==> config.mk <==
export PLATFORM = sky130hd
export DESIGN_NAME = fix_order_arbiter
export DESIGN_NICKNAME = d
export VERILOG_FILES = /design/src/rtl/fix_order_arbiter.sv
export SDC_FILE = /design/constraint.sdc
export NUM_CORES = 1
export LEC_CHECK = 0
export ABC_AREA = 1
export BUFFER_PORTS_ARGS = -buffer_cell sky130_fd_sc_hd__buf_4
export CORE_AREA = 2 2 331 333
export CTS_BUF_LIST = sky130_fd_sc_hd__clkbuf_2 sky130_fd_sc_hd__clkbuf_4 sky130_fd_sc_hd__clkbuf_8
export DETAILED_ROUTE_END_ITERATION = 6
export DIE_AREA = 0 0 333 335
export GPL_TIMING_DRIVEN = 0
export PLACE_DENSITY = 0.36
export RECOVER_POWER = 25
export SLEW_MARGIN = 30
export SYNTH_ARGS = -nofsm -noshare
export SYNTH_HDL_FRONTEND = slang
export SYNTH_SLANG_ARGS = --single-unit
==> constraint.sdc <==
create_clock -name clk -period 3.55 [get_ports clk]
set_clock_uncertainty 0.1 [all_clocks]
set_input_delay 0.8875 -clock clk [delete_from_list [all_inputs] [get_ports clk]]
set_output_delay 0.8875 -clock clk [all_outputs]
set_load 0.05 [all_outputs]
==> src/rtl/fix_order_arbiter.sv <==
// fix_order_arbiter: shares one FIX order encoder among N_REQ strategy requesters.
// Round-robin grant, side validation, sequential client order IDs, token-bucket
// rate limiting and an order_valid / ready handshake with a completion timeout.
module fix_order_arbiter #(
    parameter int          N_REQ          = 4,
    parameter logic [31:0] ID_BASE        = 32'd1,
    parameter int          BURST          = 8,
    parameter int          REFILL_CYCLES  = 1000,
    parameter int          TIMEOUT_CYCLES = 512
) (
    input  logic                  clk,
    input  logic                  rst,
    input  logic [N_REQ-1:0]      req_valid,
    input  logic [N_REQ-1:0]      req_enable,
    output logic [N_REQ-1:0]      req_ready,
    input  logic [N_REQ*64-1:0]   req_symbol,
    input  logic [N_REQ*32-1:0]   req_qty,
    input  logic [N_REQ*32-1:0]   req_price,
    input  logic [N_REQ*8-1:0]    req_side,
    output logic [63:0]           enc_symbol,
    output logic [31:0]           enc_qty,
    output logic [31:0]           enc_price,
    output logic [7:0]            enc_side,
    output logic [31:0]           enc_cl_ord_id,
    output logic                  enc_order_valid,
    input  logic                  enc_ready,
    output logic [2:0]            grant_id,
    output logic [31:0]           orders_sent,
    output logic [31:0]           orders_rejected,
    output logic [31:0]           throttle_stalls,
    output logic [31:0]           timeout_errors
);

    localparam int TOK_W = $clog2(BURST + 1);
    localparam int REF_W = (REFILL_CYCLES > 1) ? $clog2(REFILL_CYCLES) : 1;
    localparam int TMO_W = $clog2(TIMEOUT_CYCLES + 1);

    localparam logic [2:0] S_IDLE      = 3'd0;
    localparam logic [2:0] S_ACCEPT    = 3'd1;
    localparam logic [2:0] S_ISSUE     = 3'd2;
    localparam logic [2:0] S_WAIT_ACK  = 3'd3;
    localparam logic [2:0] S_WAIT_DONE = 3'd4;

    logic [2:0]       state_q, state_d;
    logic [2:0]       rr_ptr_q, rr_ptr_d;
    logic [2:0]       win_q, win_d;
    logic [31:0]      next_id_q, next_id_d;
    logic [TOK_W-1:0] tokens_q, tokens_d;
    logic [REF_W-1:0] refill_cnt_q, refill_cnt_d;
    logic [TMO_W-1:0] wait_cnt_q, wait_cnt_d;
    logic [N_REQ-1:0] req_ready_q, req_ready_d;
    logic [2:0]       grant_id_q, grant_id_d;
    logic [63:0]      enc_symbol_q, enc_symbol_d;
    logic [31:0]      enc_qty_q, enc_qty_d;
    logic [31:0]      enc_price_q, enc_price_d;
    logic [7:0]       enc_side_q, enc_side_d;
    logic [31:0]      enc_cl_ord_id_q, enc_cl_ord_id_d;
    logic             enc_order_valid_q, enc_order_valid_d;
    logic [31:0]      orders_sent_q, orders_sent_d;
    logic [31:0]      orders_rejected_q, orders_rejected_d;
    logic [31:0]      throttle_stalls_q, throttle_stalls_d;
    logic [31:0]      timeout_errors_q, timeout_errors_d;

    logic [N_REQ-1:0]   eligible_s;
    logic [2*N_REQ-1:0] elig_rot_s;
    logic               any_elig_s;
    logic [2:0]         win_s;
    logic [63:0]        sel_symbol_s;
    logic [31:0]        sel_qty_s;
    logic [31:0]        sel_price_s;
    logic [7:0]         sel_side_s;
    logic               sel_valid_s;
    logic               side_ok_s;
    logic               refill_tick_s;
    logic               consume_s;

    // Round-robin pick: rotate eligibility so rr_ptr sits at bit 0, lowest set bit wins.
    always_comb begin
        eligible_s = req_valid & req_enable;
        elig_rot_s = {eligible_s, eligible_s} >> rr_ptr_q;
        any_elig_s = |eligible_s;
        win_s      = 3'd0;
        for (int k = N_REQ - 1; k >= 0; k--) begin
            win_s = elig_rot_s[k] ? 3'((int'(rr_ptr_q) + k) % N_REQ) : win_s;
        end
    end

    // Payload of the requester currently holding the grant.
    always_comb begin
        sel_symbol_s = 64'd0;
        sel_qty_s    = 32'd0;
        sel_price_s  = 32'd0;
        sel_side_s   = 8'd0;
        sel_valid_s  = 1'b0;
        for (int i = 0; i < N_REQ; i++) begin
            sel_symbol_s = (win_q == 3'(i)) ? req_symbol[i*64 +: 64] : sel_symbol_s;
            sel_qty_s    = (win_q == 3'(i)) ? req_qty[i*32 +: 32]    : sel_qty_s;
            sel_price_s  = (win_q == 3'(i)) ? req_price[i*32 +: 32]  : sel_price_s;
            sel_side_s   = (win_q == 3'(i)) ? req_side[i*8 +: 8]     : sel_side_s;
            sel_valid_s  = (win_q == 3'(i)) ? req_valid[i]           : sel_valid_s;
        end
        side_ok_s = (sel_side_s == 8'd1) || (sel_side_s == 8'd2);
    end

    // Order sequencing state machine and statistics counters.
    always_comb begin
        state_d           = state_q;
        rr_ptr_d          = rr_ptr_q;
        win_d             = win_q;
        next_id_d         = next_id_q;
        wait_cnt_d        = wait_cnt_q;
        req_ready_d       = '0;
        grant_id_d        = grant_id_q;
        enc_symbol_d      = enc_symbol_q;
        enc_qty_d         = enc_qty_q;
        enc_price_d       = enc_price_q;
        enc_side_d        = enc_side_q;
        enc_cl_ord_id_d   = enc_cl_ord_id_q;
        enc_order_valid_d = 1'b0;
        orders_sent_d     = orders_sent_q;
        orders_rejected_d = orders_rejected_q;
        throttle_stalls_d = throttle_stalls_q;
        timeout_errors_d  = timeout_errors_q;
        consume_s         = 1'b0;
        case (state_q)
            S_IDLE: begin
                if (enc_ready && any_elig_s && (tokens_q != '0)) begin
                    for (int i = 0; i < N_REQ; i++) begin
                        req_ready_d[i] = (win_s == 3'(i));
                    end
                    grant_id_d = win_s;
                    win_d      = win_s;
                    state_d    = S_ACCEPT;
                end else if (enc_ready && any_elig_s) begin
                    throttle_stalls_d = throttle_stalls_q + 32'd1;
                end else begin
                    state_d = S_IDLE;
                end
            end
            S_ACCEPT: begin
                if (sel_valid_s) begin
                    rr_ptr_d = (win_q == 3'(N_REQ - 1)) ? 3'd0 : win_q + 3'd1;
                    if (side_ok_s) begin
                        enc_symbol_d      = sel_symbol_s;
                        enc_qty_d         = sel_qty_s;
                        enc_price_d       = sel_price_s;
                        enc_side_d        = sel_side_s;
                        enc_cl_ord_id_d   = next_id_q;
                        next_id_d         = next_id_q + 32'd1;
                        consume_s         = 1'b1;
                        enc_order_valid_d = 1'b1;
                        state_d           = S_ISSUE;
                    end else begin
                        orders_rejected_d = orders_rejected_q + 32'd1;
                        state_d           = S_IDLE;
                    end
                end else begin
                    // Requester withdrew during the accept cycle: drop silently.
                    state_d = S_IDLE;
                end
            end
            S_ISSUE: begin
                state_d = S_WAIT_ACK;
            end
            S_WAIT_ACK: begin
                if (!enc_ready) begin
                    wait_cnt_d = '0;
                    state_d    = S_WAIT_DONE;
                end else begin
                    // Encoder never went busy, so it did not take the order.
                    timeout_errors_d = timeout_errors_q + 32'd1;
                    state_d          = S_IDLE;
                end
            end
            S_WAIT_DONE: begin
                if (enc_ready) begin
                    orders_sent_d = orders_sent_q + 32'd1;
                    state_d       = S_IDLE;
                end else if (wait_cnt_q == TMO_W'(TIMEOUT_CYCLES - 1)) begin
                    timeout_errors_d = timeout_errors_q + 32'd1;
                    state_d          = S_IDLE;
                end else begin
                    wait_cnt_d = wait_cnt_q + TMO_W'(1);
                end
            end
            default: begin
                state_d = S_IDLE;
            end
        endcase
    end

    // Token bucket: periodic refill saturating at BURST; refill plus consume cancel out.
    always_comb begin
        refill_tick_s = (refill_cnt_q == REF_W'(REFILL_CYCLES - 1));
        refill_cnt_d  = refill_tick_s ? '0 : refill_cnt_q + REF_W'(1);
        if (refill_tick_s && !consume_s) begin
            tokens_d = (tokens_q == TOK_W'(BURST)) ? tokens_q : tokens_q + TOK_W'(1);
        end else if (consume_s && !refill_tick_s) begin
            tokens_d = tokens_q - TOK_W'(1);
        end else begin
            tokens_d = tokens_q;
        end
    end

    // State registers with synchronous reset.
    always_ff @(posedge clk) begin
        if (rst) begin
            state_q           <= S_IDLE;
            rr_ptr_q          <= 3'd0;
            win_q             <= 3'd0;
            next_id_q         <= ID_BASE;
            tokens_q          <= TOK_W'(BURST);
            refill_cnt_q      <= '0;
            wait_cnt_q        <= '0;
            req_ready_q       <= '0;
            grant_id_q        <= 3'd0;
            enc_symbol_q      <= 64'd0;
            enc_qty_q         <= 32'd0;
            enc_price_q       <= 32'd0;
            enc_side_q        <= 8'd0;
            enc_cl_ord_id_q   <= 32'd0;
            enc_order_valid_q <= 1'b0;
            orders_sent_q     <= 32'd0;
            orders_rejected_q <= 32'd0;
            throttle_stalls_q <= 32'd0;
            timeout_errors_q  <= 32'd0;
        end else begin
            state_q           <= state_d;
            rr_ptr_q          <= rr_ptr_d;
            win_q             <= win_d;
            next_id_q         <= next_id_d;
            tokens_q          <= tokens_d;
            refill_cnt_q      <= refill_cnt_d;
            wait_cnt_q        <= wait_cnt_d;
            req_ready_q       <= req_ready_d;
            grant_id_q        <= grant_id_d;
            enc_symbol_q      <= enc_symbol_d;
            enc_qty_q         <= enc_qty_d;
            enc_price_q       <= enc_price_d;
            enc_side_q        <= enc_side_d;
            enc_cl_ord_id_q   <= enc_cl_ord_id_d;
            enc_order_valid_q <= enc_order_valid_d;
            orders_sent_q     <= orders_sent_d;
            orders_rejected_q <= orders_rejected_d;
            throttle_stalls_q <= throttle_stalls_d;
            timeout_errors_q  <= timeout_errors_d;
        end
    end

    assign req_ready       = req_ready_q;
    assign grant_id        = grant_id_q;
    assign enc_symbol      = enc_symbol_q;
    assign enc_qty         = enc_qty_q;
    assign enc_price       = enc_price_q;
    assign enc_side        = enc_side_q;
    assign enc_cl_ord_id   = enc_cl_ord_id_q;
    assign enc_order_valid = enc_order_valid_q;
    assign orders_sent     = orders_sent_q;
    assign orders_rejected = orders_rejected_q;
    assign throttle_stalls = throttle_stalls_q;
    assign timeout_errors  = timeout_errors_q;

endmodule
==> results of run 1 <==
worst max-delay path, cell delays in order, from the launching register on:
cell	delay, ps
dfxtp_4	370
inv_2	80
ha_4	200
buf_6	180
a21oi_1	130
nand2_1	110
a21boi_4	240
nand2_1	110
nor2_1	130
nand4_1	160
buf_12	190
buf_12	150
buf_12	170
nand2_2	120
ha_4	230
nand2_1	60
nand2_1	70
a31oi_4	180
nand4_1	110
nand3_1	100
nand3_1	80
what timing repair did:
action                     4_1_cts  5_1_grt
buffers inserted                 8        0
pin swaps                        5        2
gates cloned                     0        0
setup endpoints to repair      187       26
resized for setup               41       17
cell usage after synthesis (2+ instances only):
master | n | area (sq um)
buf_1 | 7 | 26.3
ha_1 | 13 | 163
nor2_2 | 7 | 43.8
dfxtp_1 | 364 | 7290
nand3_1 | 62 | 310
o211ai_1 | 2 | 15.0
a21oi_2 | 34 | 298
xor2_1 | 83 | 727
buf_2 | 25 | 125
nor3_1 | 101 | 505
nand4_1 | 72 | 450
buf_4 | 3 | 22.5
nor2_1 | 215 | 807
xnor2_1 | 19 | 166
or2_2 | 2 | 12.5
inv_1 | 323 | 1210
a211oi_1 | 4 | 30.0
and3_1 | 7 | 43.8
nor4_1 | 27 | 169
o21a_1 | 5 | 37.5
o21ai_1 | 58 | 290
a31oi_1 | 6 | 37.5
a21boi_1 | 2 | 15.0
o21ai_0 | 407 | 2040
nor2_4 | 2 | 22.5
a21oi_1 | 400 | 2000
nor3b_1 | 6 | 45.0
nand2_1 | 883 | 3310
nand3b_1 | 3 | 22.5
clkbuf_1 | 141 | 529
o21bai_1 | 6 | 45.0
clkinv_1 | 2 | 7.51
inv_2 | 7 | 26.3
buf_6 | 13 | 146
flip-flops by register name, summed over array words and instances, names as in the netlist, 4 cells and up:
signal,cells
enc_price,32
wait_cnt_q,10
req_ready,4
timeout_errors,32
orders_sent,32
enc_symbol,64
enc_qty,32
refill_cnt_q,10
next_id_q,32
tokens_q,4
enc_side,8
orders_rejected,32
throttle_stalls,32
enc_cl_ord_id,32
worst paths after layout:
check,startpoint,endpoint,slack [ps],cells after the start
max,grant_id[1],tokens_q[3],90,20
min,enc_symbol[30],enc_symbol[30],340,2
max reg2reg,grant_id[1],tokens_q[3],90,20
min reg2reg,enc_symbol[30],enc_symbol[30],340,2
stage by stage:
stage | util (%) | area [sq um] | cells | power [W] | hold WS, ps
global route | 28.5 | 30800 | 5739 | 0.0119 | 356
CTS | 28.8 | 31100 | 5733 | 0.0115 | 347
global placement | 27.1 | 29300 | 5594 | 0.00664 | 334
finish | 28.5 | 30800 | 5745 | 0.0113 | 344
floorplan | - | 21100 | 3323 | 0.00528 | 318
detailed placement | 27.1 | 29300 | 5594 | 0.00663 | 337
final cells by class:
cell class	count	area (sq um)	share of cell area, %
multi-input combinational	2438	11900	38.5
sequential	364	7290	23.7
timing repair buffer	865	6120	19.9
tap	1414	1770	5.75
clock buffer	114	1400	4.55
inverter	332	1250	4.05
buffer	189	923	3.00
clock inverter	17	141	0.459
antenna	12	30.0	0.0976
cells in the final DEF (no fill, tap or decap), types with 16 or more instances in the layout:
master and n:
nand2_1 879, buf_4 769, o21ai_0 407, a21oi_1 400, dfxtp_1 362, inv_1 320
clkbuf_1 226, nor2_1 214, nor3_1 101, clkbuf_8 87, xor2_1 83, nand4_1 72
nand3_1 62, o21ai_1 58, a21oi_2 32, clkbuf_4 28, nor4_1 26, buf_2 23
xnor2_1 19, clkbuf_2 16
layer usage:
metal	vias to the layer above	global-route usage, %	routed length [um]
li1	12800	-	-
met1	12300	31.1	61400
met2	851	39.3	64000
met3	150	5.70	8740
met4	6	8.09	4910
met5	-	0	43
power by group through the flow:
stage / clock, W / combinational, W / sequential [W]
after floorplan: 0 / 0.00103 / 0.00425
after global placement: 0 / 0.00243 / 0.00421
after detailed placement: 0 / 0.00242 / 0.00421
after CTS: 0.00492 / 0.00249 / 0.00412
after global routing: 0.00508 / 0.00271 / 0.00412
final: 0.00473 / 0.00248 / 0.00412
cells by family (layout without fill, tap and decap cells):
logic type                 count (synthesis)  count (layout)  synth area share, %
and+or+nand+nor                         1390            1390                 27.4
buffers and inverters                    521            1517                 9.93
AOI/OAI and AO/OA                        931             931                 23.1
xor gates and xnor gates                 102             102                 4.23
other                                      1              13               0.0178
DFF                                      364             364                 34.5
adders and majority gates                 14              14                0.866
==> results.json, run 1 <==
{
  "status": "completed",
  "cts.clk_slew.worst_paths_ps": 50,
  "seqPwrFrac_pct": 36.4,
  "antenna_found_initial": 22,
  "grt_pass1_wl_mm": 193,
  "async_reset_ff_share_pct": 0,
  "fillerInstances": 12500,
  "hold_buffers": 0,
  "slew_violations": 0,
  "dp_hpwl_mm": 114,
  "startpoint_type": "flop",
  "finalWirelength_mm": 139,
  "insertion_delay_ps": 700,
  "timing.fmax_mhz": 289,
  "critPathKind": "reg2reg",
  "cts_sinks": 364,
  "port_buffers": 857,
  "hold_path_class": "reg2reg",
  "crit_arrival_ps": 3900,
  "die_area_sq_um": 112000,
  "final.setup.worst_slack_ps": 93.1,
  "setup_viol": 0,
  "routed_via_density": 4.56,
  "synth_area_sq_um": 21100,
  "die_h_um": 335,
  "drive_gt1_share_pct": 23.9,
  "critPathCaptureType": "flop",
  "p_clk_share_pct": 41.7,
  "final_nets": 4837,
  "max-vdd-ir-drop_v": 0.000192,
  "netSwitchingFraction_pct": 33.1,
  "ant_nets": 0,
  "synthToLayoutAreaGrowth_pct": 45.9,
  "synth-main-ff-cell": "dfxtp_1",
  "yosysWarnings": 0,
  "start_util_pct": 19.5,
  "grt_use_total_pct": 24.1,
  "slew_headroom_pct": 7.09,
  "root_buffer": "clkbuf_8",
  "row_count": 121,
  "synth_nets": 3892,
  "grt_pass1_vias": 26100,
  "power_switching_w": 0.00375,
  "pin_count": 859,
  "combinationalPowerShare_pct": 21.9,
  "layout_min_cycle_time_ps": 3460,
  "numCtsBuffers": 78,
  "period_share_pct": 97.4,
  "synthCells": 3323,
  "syn_avg_cell_area_sq_um": 6.35,
  "drt_iter0_drc": 1621,
  "grt_start_max_net_pins": 12,
  "maxCapViolCount": 0,
  "die_w_um": 333,
  "globalRouteOverflowTotal": 0,
  "finalSetupTns_ps": 0,
  "h-tree-depth": 3,
  "hold_viol_final": 0,
  "p_leak_nw": 12.6,
  "clockBufferDepth": 3,
  "crit_fanout": 10,
  "rsz0062_at_grt": "true",
  "worstPathRequired_ps": 3990,
  "ys_ff_latch": 364,
  "firstDrtPassIters": 6,
  "post_drt_wl_per_cell_um": 24.2,
  "place_ws_ps": -1220,
  "yosysSeqAreaShare_pct": 34.5,
  "cts_tree": "done",
  "synth_cell_types": 46,
  "tightest_slew_ps": 1390,
  "drcViolationCount": 0,
  "intPower_w": 0.00759,
  "power.density_nw_per_um2": 368,
  "routabilityCongestion": 0.963,
  "coreArea_sq_um": 108000,
  "synth_edf_count": 0,
  "vias": 26200
}
No activity file was read; power rests on OpenSTA's default activity.
==> run 2: changes to the inputs <==
Settings changed: PLACE_DENSITY 0.36 to 0.38.
Clock period 3.55 ns to 3 ns, I/O delays scaled along.
==> results.json, run 2 (synthesis results as in run 1) <==
{
  "layout_common_cells": "891 x buf_4, 850 x nand2_1, 376 x o21ai_0",
  "power.density_nw_per_um2": 424,
  "critPathCaptureType": "flop",
  "maxCapViolCount": 0,
  "met1Wirelength_mm": 61.8,
  "hold_viol_final": 0,
  "clockBufferDepth": 3,
  "crit_fanout": 10,
  "post_drt_wl_per_cell_um": 24.1,
  "antenna_found_initial": 23,
  "fillerInstances": 12300,
  "final_nets": 4885,
  "drt_iter0_drc": 1631,
  "pin_count": 859,
  "period_share_pct": 106,
  "failed_checks": "negative setup slack",
  "slew_violations": 0,
  "routed_via_density": 4.59,
  "crit_arrival_ps": 3660,
  "dp_hpwl_mm": 113,
  "grt_use_total_pct": 23.7,
  "die_h_um": 335,
  "place_ws_ps": -1580,
  "drcViolationCount": 0,
  "synthToLayoutAreaGrowth_pct": 55.9,
  "routabilityCongestion": 0.947,
  "cts_sinks": 364,
  "wl_met3_mm": 9.51,
  "rsz0062_at_grt": "true",
  "h-tree-depth": 3,
  "largest_register_ff_count": 64,
  "globalRouteOverflowTotal": 0,
  "row_count": 121,
  "r2r-start": "grant_id[1]",
  "slew_headroom_pct": 32.1,
  "layout_commonest_cell": "buf_4",
  "grt_pass1_vias": 25900,
  "start_util_pct": 19.5,
  "status": "complete, but fails checks",
  "top_layer": "met5",
  "startpoint": "grant_id[1]",
  "setup_viol": 95,
  "placed_cell_area_sq_um": 29400,
  "max-vdd-ir-drop_v": 0.000246,
  "min-delay-start": "rst",
  "numCtsBuffers": 80,
  "cts_tree": "done",
  "grt_pass1_wl_mm": 191,
  "startpoint_type": "flop",
  "port_buffers": 857,
  "worstPathRequired_ps": 3470,
  "coreArea_sq_um": 108000,
  "finalInstanceArea_sq_um": 32900,
  "cts.clk_slew.worst_paths_ps": 60,
  "layout_min_cycle_time_ps": 3190,
  "firstDrtPassIters": 5,
  "die_w_um": 333,
  "tightest_slew_ps": 1020,
  "vias": 26600,
  "finalWirelength_mm": 140,
  "wl_met2_mm": 64.3,
  "whs_ps": 322,
  "critPathKind": "reg2reg",
  "root_buffer": "clkbuf_8",
  "drive_gt1_share_pct": 31.4,
  "final.setup.worst_slack_ps": -192,
  "insertion_delay_ps": 700,
  "die_area_sq_um": 112000,
  "timing.fmax_mhz": 313,
  "ant_nets": 0,
  "grt_start_max_net_pins": 12,
  "hold_path_class": "in2reg",
  "hold_buffers": 0,
  "p_leak_nw": 13.7
}
-- run 2: worst paths after layout --
| kind | end | slack (ps) | depth (start not counted) |
|---|---|---|---|
| max reg2reg | tokens_q[3] | -190 | 21 |
| min reg2reg | enc_qty[25] | 340 | 2 |
| min | wait_cnt_q[7] | 320 | 4 |
| max | tokens_q[3] | -190 | 21 |
-- run 2: repair_timing --
item                                    in CTS  in global routing
gates resized for setup                    101                305
gates cloned                                 0                 15
endpoints found under the hold margin        0                  0
endpoints found under the setup margin     238                224
buffers inserted                            21                 21
pin swaps                                   22                 57
-- run 2: where the power goes --
part | internal [W] | leakage, nW | switching, W
sequential | 0.00486 | 2.93 | 0.0000201
clock | 0.00329 | 0.869 | 0.00254
combinational | 0.00118 | 9.86 | 0.00206
-- run 2: worst max-delay path, cell delays in order, from the launching register on --
cell and delay [ps]:
dfxtp_4 370, buf_12 130, ha_4 180, buf_6 170
a21oi_2 160, nand2_4 80, a21boi_4 170, buf_12 140
nand2_1 60, nor2_1 80, nand4_1 160, buf_12 180
buf_12 110, buf_12 120, nand2_8 60, ha_4 210
nand2_2 60, nand2_2 60, a31oi_4 180, nand4_1 110
nand3_1 80, nand3_1 70
-- run 2: routing by layer --
metal | up-vias | GRT usage (%)
met4 | 10 | 6.94
met2 | 890 | 38.8
met5 | - | 0
li1 | 13000 | -
met1 | 12600 | 30.6
met3 | 156 | 6.14
-- run 2: area by class of cell --
type,count,area (sq um),share of cell area [%]
sequential,364,7290,22.2
antenna,12,30.0,0.0913
clock inverter,13,115,0.350
inverter,332,1270,3.85
multi-input combinational,2438,12500,37.9
timing repair buffer,911,7200,21.9
timing repair inverter,1,11.3,0.0342
buffer,188,1230,3.73
tap,1414,1770,5.38
clock buffer,124,1520,4.62
-- run 2: metrics by stage --
step	utilization, %	cells	setup TNS, ps	power [W]
2_1_floorplan	-	3323	0	0.00625
3_3_place_gp	27.2	5594	-215100	0.00792
3_5_place_dp	27.2	5594	-152700	0.00791
4_1_cts	29.1	5750	-603	0.0140
5_1_grt	30.4	5793	-24960	0.0146
6_report	30.4	5797	-3520	0.0140
==> run 3: changes to the inputs <==
Settings changed: CTS_BUF_LIST sky130_fd_sc_hd__clkbuf_2 sky130_fd_sc_hd__clkbuf_4 sky130_fd_sc_hd__clkbuf_8 to sky130_fd_sc_hd__clkbuf_4.
==> results.json, run 3 (synthesis results as in run 1) <==
{
  "layout_common_cells": "840 x nand2_1, 824 x buf_4, 379 x a21oi_1",
  "intPower_w": 0.00868,
  "largest_register_ff_count": 64,
  "power_switching_w": 0.00466,
  "tightest_slew_ps": 1210,
  "total_power_w": 0.0133,
  "final.setup.worst_slack_ps": -178,
  "start_util_pct": 19.5,
  "globalRouteOverflowTotal": 0,
  "root_buffer": "clkbuf_4",
  "routabilityCongestion": 0.947,
  "worstReg2RegEnd": "tokens_q[3]",
  "placed_cell_area_sq_um": 29400,
  "rsz0062_at_grt": "true",
  "rr_worst_depth": 21,
  "clockBufferDepth": 3,
  "grt_pass1_wl_mm": 192,
  "row_count": 121,
  "finalInstanceArea_sq_um": 32200,
  "cts.clk_slew.worst_paths_ps": 70,
  "layout_commonest_cell": "nand2_1",
  "port_buffers": 857,
  "critPathKind": "reg2reg",
  "crit_fanout": 4,
  "period_share_pct": 106,
  "grt_pass1_vias": 26400,
  "netSwitchingFraction_pct": 34.9,
  "p_clk_share_pct": 38.7,
  "place_ws_ps": -1580,
  "crit_arrival_ps": 3920,
  "antenna_found_initial": 26,
  "die_w_um": 333,
  "seqPwrFrac_pct": 36.6,
  "setup_viol": 17,
  "grt_start_max_net_pins": 18,
  "status": "complete, but fails checks",
  "max-vdd-ir-drop_v": 0.000198,
  "die_area_sq_um": 112000,
  "grt_use_total_pct": 23.7,
  "synthToLayoutAreaGrowth_pct": 52.6,
  "p_leak_nw": 13.3,
  "worstPathRequired_ps": 3740,
  "cts_tree": "done",
  "r2r-start": "grant_id[1]",
  "whs_ps": 118,
  "critPathCaptureType": "flop",
  "insertion_delay_ps": 960,
  "h-tree-depth": 3,
  "final_nets": 4940,
  "hold_viol_final": 0,
  "drcViolationCount": 0,
  "hold_depth": 5,
  "drt_iter0_drc": 1592,
  "vias": 27100,
  "cts_sinks": 364,
  "dp_hpwl_mm": 113,
  "routed_via_density": 4.59,
  "drive_gt1_share_pct": 28.8,
  "layout_min_cycle_time_ps": 3180,
  "numCtsBuffers": 115,
  "startpoint_type": "flop",
  "cp-endpoint": "tokens_q[3]",
  "coreArea_sq_um": 108000,
  "r2r_slack_ps": -180,
  "startpoint": "grant_id[1]",
  "failed_checks": "negative setup slack",
  "firstDrtPassIters": 6,
  "finalWirelength_mm": 138,
  "timing.fmax_mhz": 315,
  "combinationalPowerShare_pct": 24.7,
  "ant_nets": 0,
  "power.density_nw_per_um2": 414,
  "post_drt_wl_per_cell_um": 23.5,
  "maxCapViolCount": 0,
  "pin_count": 859,
  "slew_headroom_pct": 19.3,
  "die_h_um": 335,
  "slew_violations": 0,
  "hold_path_class": "in2reg"
}
## run 3: cell type report
type                       instances  area, sq um
fill                           12400        75900
multi-input combinational       2438        12300
sequential                       364         7290
timing repair buffer             933         6920
tap                             1414         1770
inverter                         332         1270
clock buffer                     165         1240
buffer                           187         1180
clock inverter                    43          215
antenna                           14         35.0
## run 3: through the flow
stage | setup TNS, ps | util (%) | std cells
2_1_floorplan | 0 | - | 3323
3_3_place_gp | -215100 | 27.2 | 5594
3_5_place_dp | -152700 | 27.2 | 5594
4_1_cts | -1150 | 29.4 | 5859
5_1_grt | -10740 | 29.8 | 5886
6_report | -1360 | 29.8 | 5890
## run 3: how the worst min path moves through the flow
stage,from,endpoint
after global placement,refill_cnt_q[0],refill_cnt_q[0]
final,req_price[126],enc_price[30]
after CTS,req_qty[117],enc_qty[21]
after global routing,req_qty[125],enc_qty[29]
after detailed placement,enc_qty[10],enc_qty[10]
after floorplan,refill_cnt_q[0],refill_cnt_q[0]
## run 3: what timing repair did
action,CTS,global route
cloned,0,4
endpoints found under the hold margin,39,0
pin swaps,22,28
buffers inserted,26,15
endpoints found under the setup margin,238,229
gates resized for setup,124,247
hold buffers,34,0
## run 3: metal layers
| metal | track usage [%] | wire length (um) | up-vias |
|---|---|---|---|
| li1 | - | - | 13100 |
| met1 | 30.3 | 60600 | 12700 |
| met2 | 38.9 | 63400 | 992 |
| met3 | 6.25 | 9670 | 185 |
| met4 | 7.50 | 4540 | 10 |
| met5 | 0 | 65 | - |
## run 3: critical path, stage by stage (launching register included)
cell	delay (ps)
dfxtp_4	380
inv_4	80
ha_4	240
clkinvlp_4	160
buf_12	160
nand3_4	100
nand2_8	80
a21boi_2	150
nand2_1	90
nor2_1	110
nand4_1	150
buf_12	180
buf_12	120
buf_12	120
nand2_8	60
ha_4	210
nand2_2	60
nand2_2	60
a31oi_4	180
nand4_1	100
nand3_1	100
nand3_1	70
## run 3: power groups by stage
| stage | combinational, W | sequential, W | clock, W |
|---|---|---|---|
| after floorplan | 0.00122 | 0.00503 | 0 |
| after global placement | 0.00293 | 0.00498 | 0 |
| after detailed placement | 0.00293 | 0.00498 | 0 |
| after CTS | 0.00316 | 0.00488 | 0.00545 |
| after global routing | 0.00355 | 0.00488 | 0.00567 |
| final | 0.00330 | 0.00488 | 0.00516 |
